--- config.mk ---
export PLATFORM = sky130hd
export DESIGN_NAME = qpix_readout_sipo
export DESIGN_NICKNAME = d
export VERILOG_FILES = /design/src/rtl/qpix_pkg.sv /design/src/rtl/sync2ff.sv /design/src/rtl/qpix_readout_sipo.sv
export SDC_FILE = /design/constraint.sdc
export NUM_CORES = 1
export LEC_CHECK = 0
export CAP_MARGIN = 20
export CORE_MARGIN = 1.5
export CORE_UTILIZATION = 58
export CTS_CLUSTER_SIZE = 20
export DETAILED_ROUTE_END_ITERATION = 16
export HOLD_SLACK_MARGIN = 0.1
export PLACE_DENSITY = 0.82
export SLEW_MARGIN = 20
export SYNTH_ARGS = -nofsm -noshare
export SYNTH_HDL_FRONTEND = slang
export SYNTH_SLANG_ARGS = --single-unit
--- constraint.sdc ---
create_clock -name clk -period 3.4 [get_ports clk]
set_input_delay 1.02 -clock clk [delete_from_list [all_inputs] [get_ports clk]]
set_output_delay 1.02 -clock clk [all_outputs]
set_load 0.005 [all_outputs]
--- src/rtl/qpix_pkg.sv ---
// qpix_pkg: shared readout FSM encoding and default geometry for the Q-Pix serial readout
package qpix_pkg;

    typedef enum logic [2:0] {
        IDLE,
        LOAD,
        SHIFT_HI,
        SHIFT_LO,
        DONE
    } state_t;

    localparam int NBITS_DEF    = 32;
    localparam int DIV_DEF      = 4;
    localparam int LOAD_CYC_DEF = 2;

endpackage

--- src/rtl/sync2ff.sv ---
// sync2ff: two-flop synchronizer bringing an asynchronous ASIC data line into the clk domain
module sync2ff (
    input  logic clk,
    input  logic rst,
    input  logic d,
    output logic q
);

    logic meta;

    // first flop may go metastable; second flop gives it a full cycle to settle
    always_ff @(posedge clk) begin
        if (rst) {q, meta} <= 2'b00;
        else     {q, meta} <= {meta, d};
    end

endmodule

--- src/rtl/qpix_readout_sipo.sv ---
// qpix_readout_sipo: strobes the ASIC parallel load, clocks out two serial words and presents them in parallel
module qpix_readout_sipo
    import qpix_pkg::*;
#(
    parameter int NBITS    = NBITS_DEF,
    parameter int DIV      = DIV_DEF,
    parameter int LOAD_CYC = LOAD_CYC_DEF
) (
    input  logic             clk,
    input  logic             rst,
    input  logic             start,
    input  logic             data_out1,
    input  logic             data_out2,
    output logic             clk_out,
    output logic             serial_out_cnt,
    output logic [NBITS-1:0] word1,
    output logic [NBITS-1:0] word2,
    output logic             done,
    output logic             busy,
    output logic             start_drop
);

    localparam int BW = $clog2(NBITS + 1);

    state_t           state;
    logic [7:0]       cnt;
    logic [BW-1:0]    bit_cnt;
    logic [NBITS-1:0] sr1;
    logic [NBITS-1:0] sr2;
    logic             d1;
    logic             d2;

    sync2ff u_sync1 (.clk(clk), .rst(rst), .d(data_out1), .q(d1));
    sync2ff u_sync2 (.clk(clk), .rst(rst), .d(data_out2), .q(d2));

    // readout sequencer; every pad-facing output is a flop updated alongside the state
    always_ff @(posedge clk) begin
        if (rst) begin
            state          <= IDLE;
            cnt            <= '0;
            bit_cnt        <= '0;
            sr1            <= '0;
            sr2            <= '0;
            word1          <= '0;
            word2          <= '0;
            clk_out        <= 1'b0;
            serial_out_cnt <= 1'b0;
            done           <= 1'b0;
            busy           <= 1'b0;
            start_drop     <= 1'b0;
        end else begin
            done <= 1'b0;
            if (start && state != IDLE && state != DONE) start_drop <= 1'b1;
            case (state)
                IDLE: begin
                    if (start) begin
                        state          <= LOAD;
                        serial_out_cnt <= 1'b1;
                        busy           <= 1'b1;
                        cnt            <= '0;
                        sr1            <= '0;
                        sr2            <= '0;
                    end
                end
                LOAD: begin
                    if (cnt == 8'(LOAD_CYC - 1)) begin
                        state          <= SHIFT_HI;
                        serial_out_cnt <= 1'b0;
                        clk_out        <= 1'b1;
                        cnt            <= '0;
                        bit_cnt        <= '0;
                    end else begin
                        cnt <= cnt + 8'd1;
                    end
                end
                SHIFT_HI: begin
                    if (cnt == 8'(DIV - 1)) begin
                        state   <= SHIFT_LO;
                        clk_out <= 1'b0;
                        cnt     <= '0;
                        sr1     <= {sr1[NBITS-2:0], d1};
                        sr2     <= {sr2[NBITS-2:0], d2};
                    end else begin
                        cnt <= cnt + 8'd1;
                    end
                end
                SHIFT_LO: begin
                    if (cnt == 8'(DIV - 1)) begin
                        cnt     <= '0;
                        bit_cnt <= bit_cnt + 1'b1;
                        if (bit_cnt == BW'(NBITS - 1)) begin
                            state <= DONE;
                            done  <= 1'b1;
                            busy  <= 1'b0;
                            word1 <= sr1;
                            word2 <= sr2;
                        end else begin
                            state   <= SHIFT_HI;
                            clk_out <= 1'b1;
                        end
                    end else begin
                        cnt <= cnt + 8'd1;
                    end
                end
                DONE:    state <= IDLE;
                default: state <= IDLE;
            endcase
        end
    end

endmodule
======== Word-level counts from Yosys, hierarchy flattened ========
Index checks and enable logic that the tools add are counted.
Widths: inputs -> output; s select.
cells by class
  muxes and demuxes ....................... 30
  eq/ne operators ......................... 13
  $add $sub $neg .......................... 2
  reductions and logical operators ........ 20
  bitwise operators ....................... 2
operators by type and width
  kind                 count
  $pmux 32 s2          2
  $mux 32              3
  $mux 8               3
  $pmux 8 s3           1
  $mux 3               5
  $mux 6               2
  $ne 2x2->1 const B   6
  $pmux 3 s4           1
  $pmux 6 s2           1
  $reduce_and 3->1     4
  $mux 1               9
  $reduce_bool 3->1    3
  $add 8x1->8 const B  1
  $eq 8x1->1 const B   1
  $eq 8x2->1 const B   1
  $reduce_and 4->1     2
  $reduce_bool 2->1    4
  $add 6x1->6 const B  1
  $eq 3x2->1 const B   2
  $eq 6x5->1 const B   1
  $reduce_and 5->1     1
  $pmux 1 s2           2
  $eq 3x1->1 const B   1
  $logic_not 3->1      1
  other kinds (7)      9
storage, ports and cells
  register bits ........................... 154
  word-level logic and storage cells ...... 83
  input port bits ......................... 5
  output and inout port bits .............. 69

======== Depth between registers and ports, before layout ========
Gate-level depths: netlist of the first run.
  depth in word-level cells ............... 4
  gate-level depth with buffers ........... 8
  mapped depth without buffers ............ 6

======== Modules after synthesis ========
From an unflattened synthesis of the first run, not the netlist that was laid out.
second synthesis, totals
  cells, all modules ...................... 586
  area, all modules ....................... 5703.0 µm²
modules (own cells, without submodules)
  module             times used  area an instance (µm²)  cells each  sequential area each (µm²)
  qpix_readout_sipo  1           5597.9                  578         3002.9
  sync2ff            2           52.6                    4           40.0

======== Least setup slack after synthesis of the first run ========
No wires, ideal clock.
  path kind ............................... input port to flip-flop
  start point ............................. in rst
  end point ............................... reg bit_cnt[1]
  stages on the path ...................... 5
  arrival ................................. 2085 ps
  library setup time ...................... 132 ps
  buffers on the path ..................... 4
  slack ................................... 1183 ps
  data required time ...................... 3268 ps
  path through ............................ clkbuf_1 clkbuf_1 clkbuf_1 clkbuf_1 a21oi_1
RTL lines
  element               RTL line                 text
  from (decl)           qpix_readout_sipo.sv:10  input logic rst,
  to (signal assigned)  qpix_readout_sipo.sv:90  bit_cnt <= bit_cnt + 1'b1;
  to (decl)             qpix_readout_sipo.sv:27  logic [BW-1:0] bit_cnt;
No word-level cell between the ends.

======== Worst setup path after layout of the first run ========
  start point ............................. reg word2[26]
  end point ............................... out word2[26]
RTL lines
  element                 RTL line                 text
  from (decl)             qpix_readout_sipo.sv:17  output logic [NBITS-1:0] word2,
  from (signal assigned)  qpix_readout_sipo.sv:96  word2 <= sr2;
No word-level cell between the ends.

==> results.yml, run 1 <==
power_and_ir_drop:
  pwr-share-comb_pct: 4.0
  seqPwrFrac_pct: 47.0
  ir_drop_mv: 0.305
  internal-power_uw: 3050
  p_leak_uw: 0.00286
  switchingPower_uw: 831
  power_uw: 3880
  p_sw_share_pct: 21.4
  power_density_nw_per_um2: 505
  p_clk_share_pct: 48.9
place:
  io_buffers: 73
  gp_congestion: 0.780
  dpl.hpwl_um: 7270
  placed_cells: 858
sta:
  worst_pin_slew_ps: 1070
  maxSlewHeadroom_pct: 28.5
  setup_viol: 0
  drv_slew: 0
  finalCritPeriodShare_pct: 71.5
  clock_skew_ps: 8.82
  fmax_mhz: 411
  hold_viol_final: 0
  fin_crit_ps: 2430
  rsz0062_at_grt: "no"
  tns_ps: 0
  whs_ps: 454
drt:
  viasPerCell: 5.50
  drtIter0Drc: 234
  first_pass_iters: 5
  wirelength_um: 12500
  drcViolationCount: 0
  wl_per_cell_um: 14.0
  routed-via-count: 4891
  postRouteAntennaNets: 0
worst_setup_path:
  required_ps: 2380
  slowest_delay_ps: 510
  cp_max_fo: 2
  worstRegToRegCells: 5
  crit_type: "flip-flop to output pin"
  cp-end-kind: "output pin"
  crit_buf_inv: 1
  crit_cells: 1
  arrival_ps: 1410
  crit_family: "buffers and inverters"
  cp-start-kind: "flip-flop"
  cpMaxStageDelayCell: "clkdlybuf4s50_1"
  path_cells: "clkdlybuf4s50_1"
cts:
  insertion_delay_ps: 530
  clock-sinks: 154
  htreeDepth: 4
  clockBufferDepth: 2
  clkTransAtPathRegs_ps: 60
  cts_buffers: 17
  postCtsHoldBufs: 0
  post-cts-setup-buffer-count: 0
  cts_resized: 0
  cts_tree: "yes"
  cts_root_buf: "clkbuf_8"
finish:
  final_cell_mix: "dfxtp_1 (154), nand2b_1 (128), a21oi_1 (73)"
  fin_nets: 749
  layoutNonFillerInstCount: 889
  fill_cells: 775
  antenna_cells: 0
  area_delta_synth_final_pct: 21.1
  final_common_cell: "dfxtp_1"
  drive_gt1_share_pct: 6.77
synthesis:
  synth-async-reset-ratio_pct: 0
  ys_ff_latch: 154
  synth_top_area_share_pct: 48.6
  syn_avg_cell_area_um2: 9.10
  ys_seq_area_share_pct: 48.6
  yosysTopAreaCell: "dfxtp_1"
  synth-main-ff-cell: "dfxtp_1"
  synth_area_um2: 6340
  yosysUniqueCellTypes: 45
  synth_cells: 697
  synth.area.top_cells: "dfxtp_1 (49%), nand2b_1 (13%), mux2i_1 (11%)"
  syn-num-nets: 705
  ys_warn_count: 0
  synth_edf_count: 0
floorplan:
  die-area_um2: 11600
  ios: 74
  die_h_um: 108
  core-area_um2: 10500
  initial_utilization_pct: 60.6
  placementRows: 37
  die_x_um: 108
hold_path:
  holdPathStages: 1
  hold_class: "flip-flop to flip-flop"
global_route:
  grt_max_degree: 117
  antenna_found_initial: 0
  grt_pass1_vias: 4688
  grt_pass1_wl_um: 21100
  overflow: 0
  grt_use_total_pct: 22.7
status:
  status: "complete, no violations"
flow_run:
  maxCapViolations: 0
-- path summary, 6_finish.rpt --
path | from | to | slack [ps]
min | u_sync1.meta | u_sync1.q | 450
min reg2reg | u_sync1.meta | u_sync1.q | 450
max reg2reg | cnt[0] | word2[24] | 1070
max | word2[26] | word2[26] | 970
-- cells by family after synthesis --
| group | share of synthesized area [%] |
|---|---|
| xor+xnor | 0.414 |
| fa+ha+maj | 0.592 |
| mux | 10.8 |
| flops | 48.6 |
| buf+inv | 4.30 |
| simple gates | 22.2 |
| compound gates | 13.1 |
-- stage by stage --
| step | instance area, µm² | util, % | setup slack (ps) |
|---|---|---|---|
| finish | 7680 | 73.4 | 969 |
| global route | 7680 | 73.4 | 922 |
| CTS | 7680 | 73.4 | 961 |
| detailed placement | 7080 | 67.6 | 704 |
| global placement | 7080 | 67.6 | 797 |
| floorplan | 6340 | - | 1180 |
-- layer usage --
| layer | routed length (µm) | global-route usage [%] |
|---|---|---|
| met1 | 5570 | 27.5 |
| met3 | 463 | 5.69 |
| met2 | 6200 | 38.1 |
| met4 | 247 | 10.3 |
| met5 | 0 | 0 |
-- synth_stat cells (3+ instances only) --
| cell type | number |
|---|---|
| a21oi_1 | 73 |
| dfxtp_1 | 154 |
| o21a_1 | 4 |
| nand3_1 | 6 |
| nand2b_1 | 128 |
| nor2_1 | 15 |
| buf_6 | 6 |
| mux2i_1 | 67 |
| nand4_1 | 4 |
| ha_1 | 3 |
| or3_1 | 3 |
| nor2b_1 | 4 |
| nor3_1 | 5 |
| clkbuf_1 | 42 |
| buf_2 | 5 |
| nand2_1 | 70 |
| or2_2 | 3 |
| inv_1 | 4 |
| o21ai_0 | 68 |
-- cell type report --
cell class / count / area, µm² / share of cell area [%]
multi-input cells: 485 / 3010 / 39.2
repair buffers: 79 / 798 / 10.4
inverters: 4 / 15.0 / 0.196
well taps: 136 / 170 / 2.22
clock buffers: 20 / 455 / 5.93
flip-flops and latches: 154 / 3080 / 40.2
clock inverters: 11 / 144 / 1.87
-- power by group through the flow --
stage / combinational, µW / clock, µW / sequential (µW)
floorplan: 115 / 0 / 1860
global placement: 150 / 0 / 1860
detailed placement: 154 / 0 / 1860
CTS: 156 / 1920 / 1820
global route: 171 / 1990 / 1820
finish: 156 / 1900 / 1820
-- sequential cells by signal, indices dropped and copies added (netlist names) --
name / count
sr1: 32
sr2: 32
word1: 32
word2: 32
cnt: 8
bit_cnt: 6
state: 3
busy: 1
clk_out: 1
done: 1
serial_out_cnt: 1
start_drop: 1
u_sync1.meta: 1
u_sync1.q: 1
u_sync2.meta: 1
u_sync2.q: 1
Note: power is estimated with default switching activity, not from simulation.
==> inputs of run 2 (changes only) <==
Settings changed: CORE_UTILIZATION 58 to 50, PLACE_DENSITY 0.82 to 0.75.
Clock period 3.4 ns to 2.1 ns, I/O delays scaled along.
==> run 2 against run 1 <==
Effect of this change: clock power grew 68%; worst setup slack got worse by 810 ps; worst hold slack worse by 21 ps; largest cell class unchanged.
==> results.yml, run 2 (same netlist as run 1, synthesis figures left out) <==
power_and_ir_drop:
  p_clk_share_pct: 49.8
  switchingPower_uw: 1380
  pwr-share-comb_pct: 4.2
  power_density_nw_per_um2: 814
  internal-power_uw: 5040
  ir_drop_mv: 0.483
  seqPwrFrac_pct: 46.0
  p_leak_uw: 0.00293
  p_sw_share_pct: 21.5
global_route:
  overflow: 0
  grt_pass1_wl_um: 21200
  grt_max_degree: 70
  grt_pass1_vias: 4659
  grt_use_total_pct: 19.9
  antenna_found_initial: 0
cts:
  clockBufferDepth: 2
  clkTransAtPathRegs_ps: 60
  cts_resized: 0
  insertion_delay_ps: 420
  htreeDepth: 4
  cts_root_buf: "clkbuf_16"
  cts_buffers: 17
  cts_tree: "yes"
  postCtsHoldBufs: 0
  post-cts-setup-buffer-count: 0
  clock-sinks: 154
worst_setup_path:
  cp_max_fo: 2
  crit_buf_inv: 1
  cpMaxStageDelayCell: "clkdlybuf4s50_1"
  arrival_ps: 1310
  cp-end-kind: "output pin"
  slowest_delay_ps: 520
  crit_type: "flip-flop to output pin"
  path_cells: "clkdlybuf4s50_1"
  cp-start-kind: "flip-flop"
  crit_family: "buffers and inverters"
  required_ps: 1470
finish:
  fin_nets: 757
  drive_gt1_share_pct: 7.87
  fill_cells: 1050
  multi_input_area_um2: 3010
  final_area_um2: 7880
  area_delta_synth_final_pct: 24.2
  final_common_cell: "dfxtp_1"
  layoutNonFillerInstCount: 930
  final_cell_mix: "dfxtp_1 (154), nand2b_1 (128), a21oi_1 (73)"
  regArea_um2: 3080
  antenna_cells: 0
sta:
  rsz0062_at_grt: "no"
  fin_crit_ps: 1940
  clock_skew_ps: 5.41
  fmax_mhz: 515
  drv_slew: 0
  tns_ps: 0
  setup_viol: 0
  hold_viol_final: 0
  finalCritPeriodShare_pct: 92.5
  maxSlewHeadroom_pct: 32.6
  worst_pin_slew_ps: 1010
drt:
  first_pass_iters: 5
  viasPerCell: 5.26
  drtIter0Drc: 282
  routed-via-count: 4894
  postRouteAntennaNets: 0
  wirelength_um: 12600
  wl_per_cell_um: 13.6
  drcViolationCount: 0
place:
  placed_cells: 898
  dpl.hpwl_um: 7870
  io_buffers: 73
  placed_cell_area_um2: 7250
  gp_congestion: 0.829
status:
  status: "complete, no violations"
floorplan:
  initial_utilization_pct: 51.9
  die-area_um2: 13400
  placementRows: 40
  ios: 74
  core-area_um2: 12200
  die_h_um: 116
  die_x_um: 116
flow_run:
  maxCapViolations: 0
hold_path:
  hold_class: "flip-flop to flip-flop"
run 2: cell count changes in the layout (fill, tap and decap cells not counted):
cell	change
bufinv_16	+1
clkbuf_16	+1
buf_4	+2
clkinv_2	-1
clkbuf_8	-4
clkinvlp_4	+3
clkinv_4	+1
buf_12	+6
run 2: final timing paths:
check	to	from	slack, ps	depth (start not counted)
setup / recovery	word2[26]	word2[26]	160	1
hold / removal	sr1[0]	u_sync1.q	430	2
setup reg to reg	word1[6]	cnt[5]	160	5
hold reg to reg	sr1[0]	u_sync1.q	430	2
run 2: layer usage:
metal  GRT usage [%]  share of wire [%]
met1            24.4                 46
met2            33.3                 49
met3            4.45                3.0
met4            9.67                2.0
met5               0                  0
run 2: final cells by class:
cell class,instances,share of cell area (%)
clock buffer,17,5.40
timing repair buffer,87,11.8
tap,168,2.67
multi-input combinational,485,38.2
inverter,4,0.191
clock inverter,15,2.54
sequential,154,39.1
run 2: stage by stage:
step / worst slack (ps) / hold slack, ps / utilization, % / power [µW]
6_report: 158 / 433 / 64.5 / 6420
5_1_grt: 24.0 / 466 / 64.5 / 6610
4_1_cts: 141 / 437 / 64.5 / 6470
3_5_place_dp: 52.0 / 427 / 59.4 / 3290
3_3_place_gp: 91.0 / 420 / 59.4 / 3280
2_1_floorplan: 224 / 414 / - / 3200
run 2: power groups by stage:
stage | logic (µW) | clock network (µW) | registers (µW)
finish | 270 | 3190 | 2950
CTS | 271 | 3250 | 2950
global route | 295 | 3360 | 2950
detailed placement | 269 | 0 | 3020
floorplan | 186 | 0 | 3010
global placement | 261 | 0 | 3020
==> inputs of run 3 (changes only) <==
Settings changed: HOLD_SLACK_MARGIN 0.1 to default.
==> results of run 3 <==
The final DEF is identical to that of run 2; final timing and power are the same.
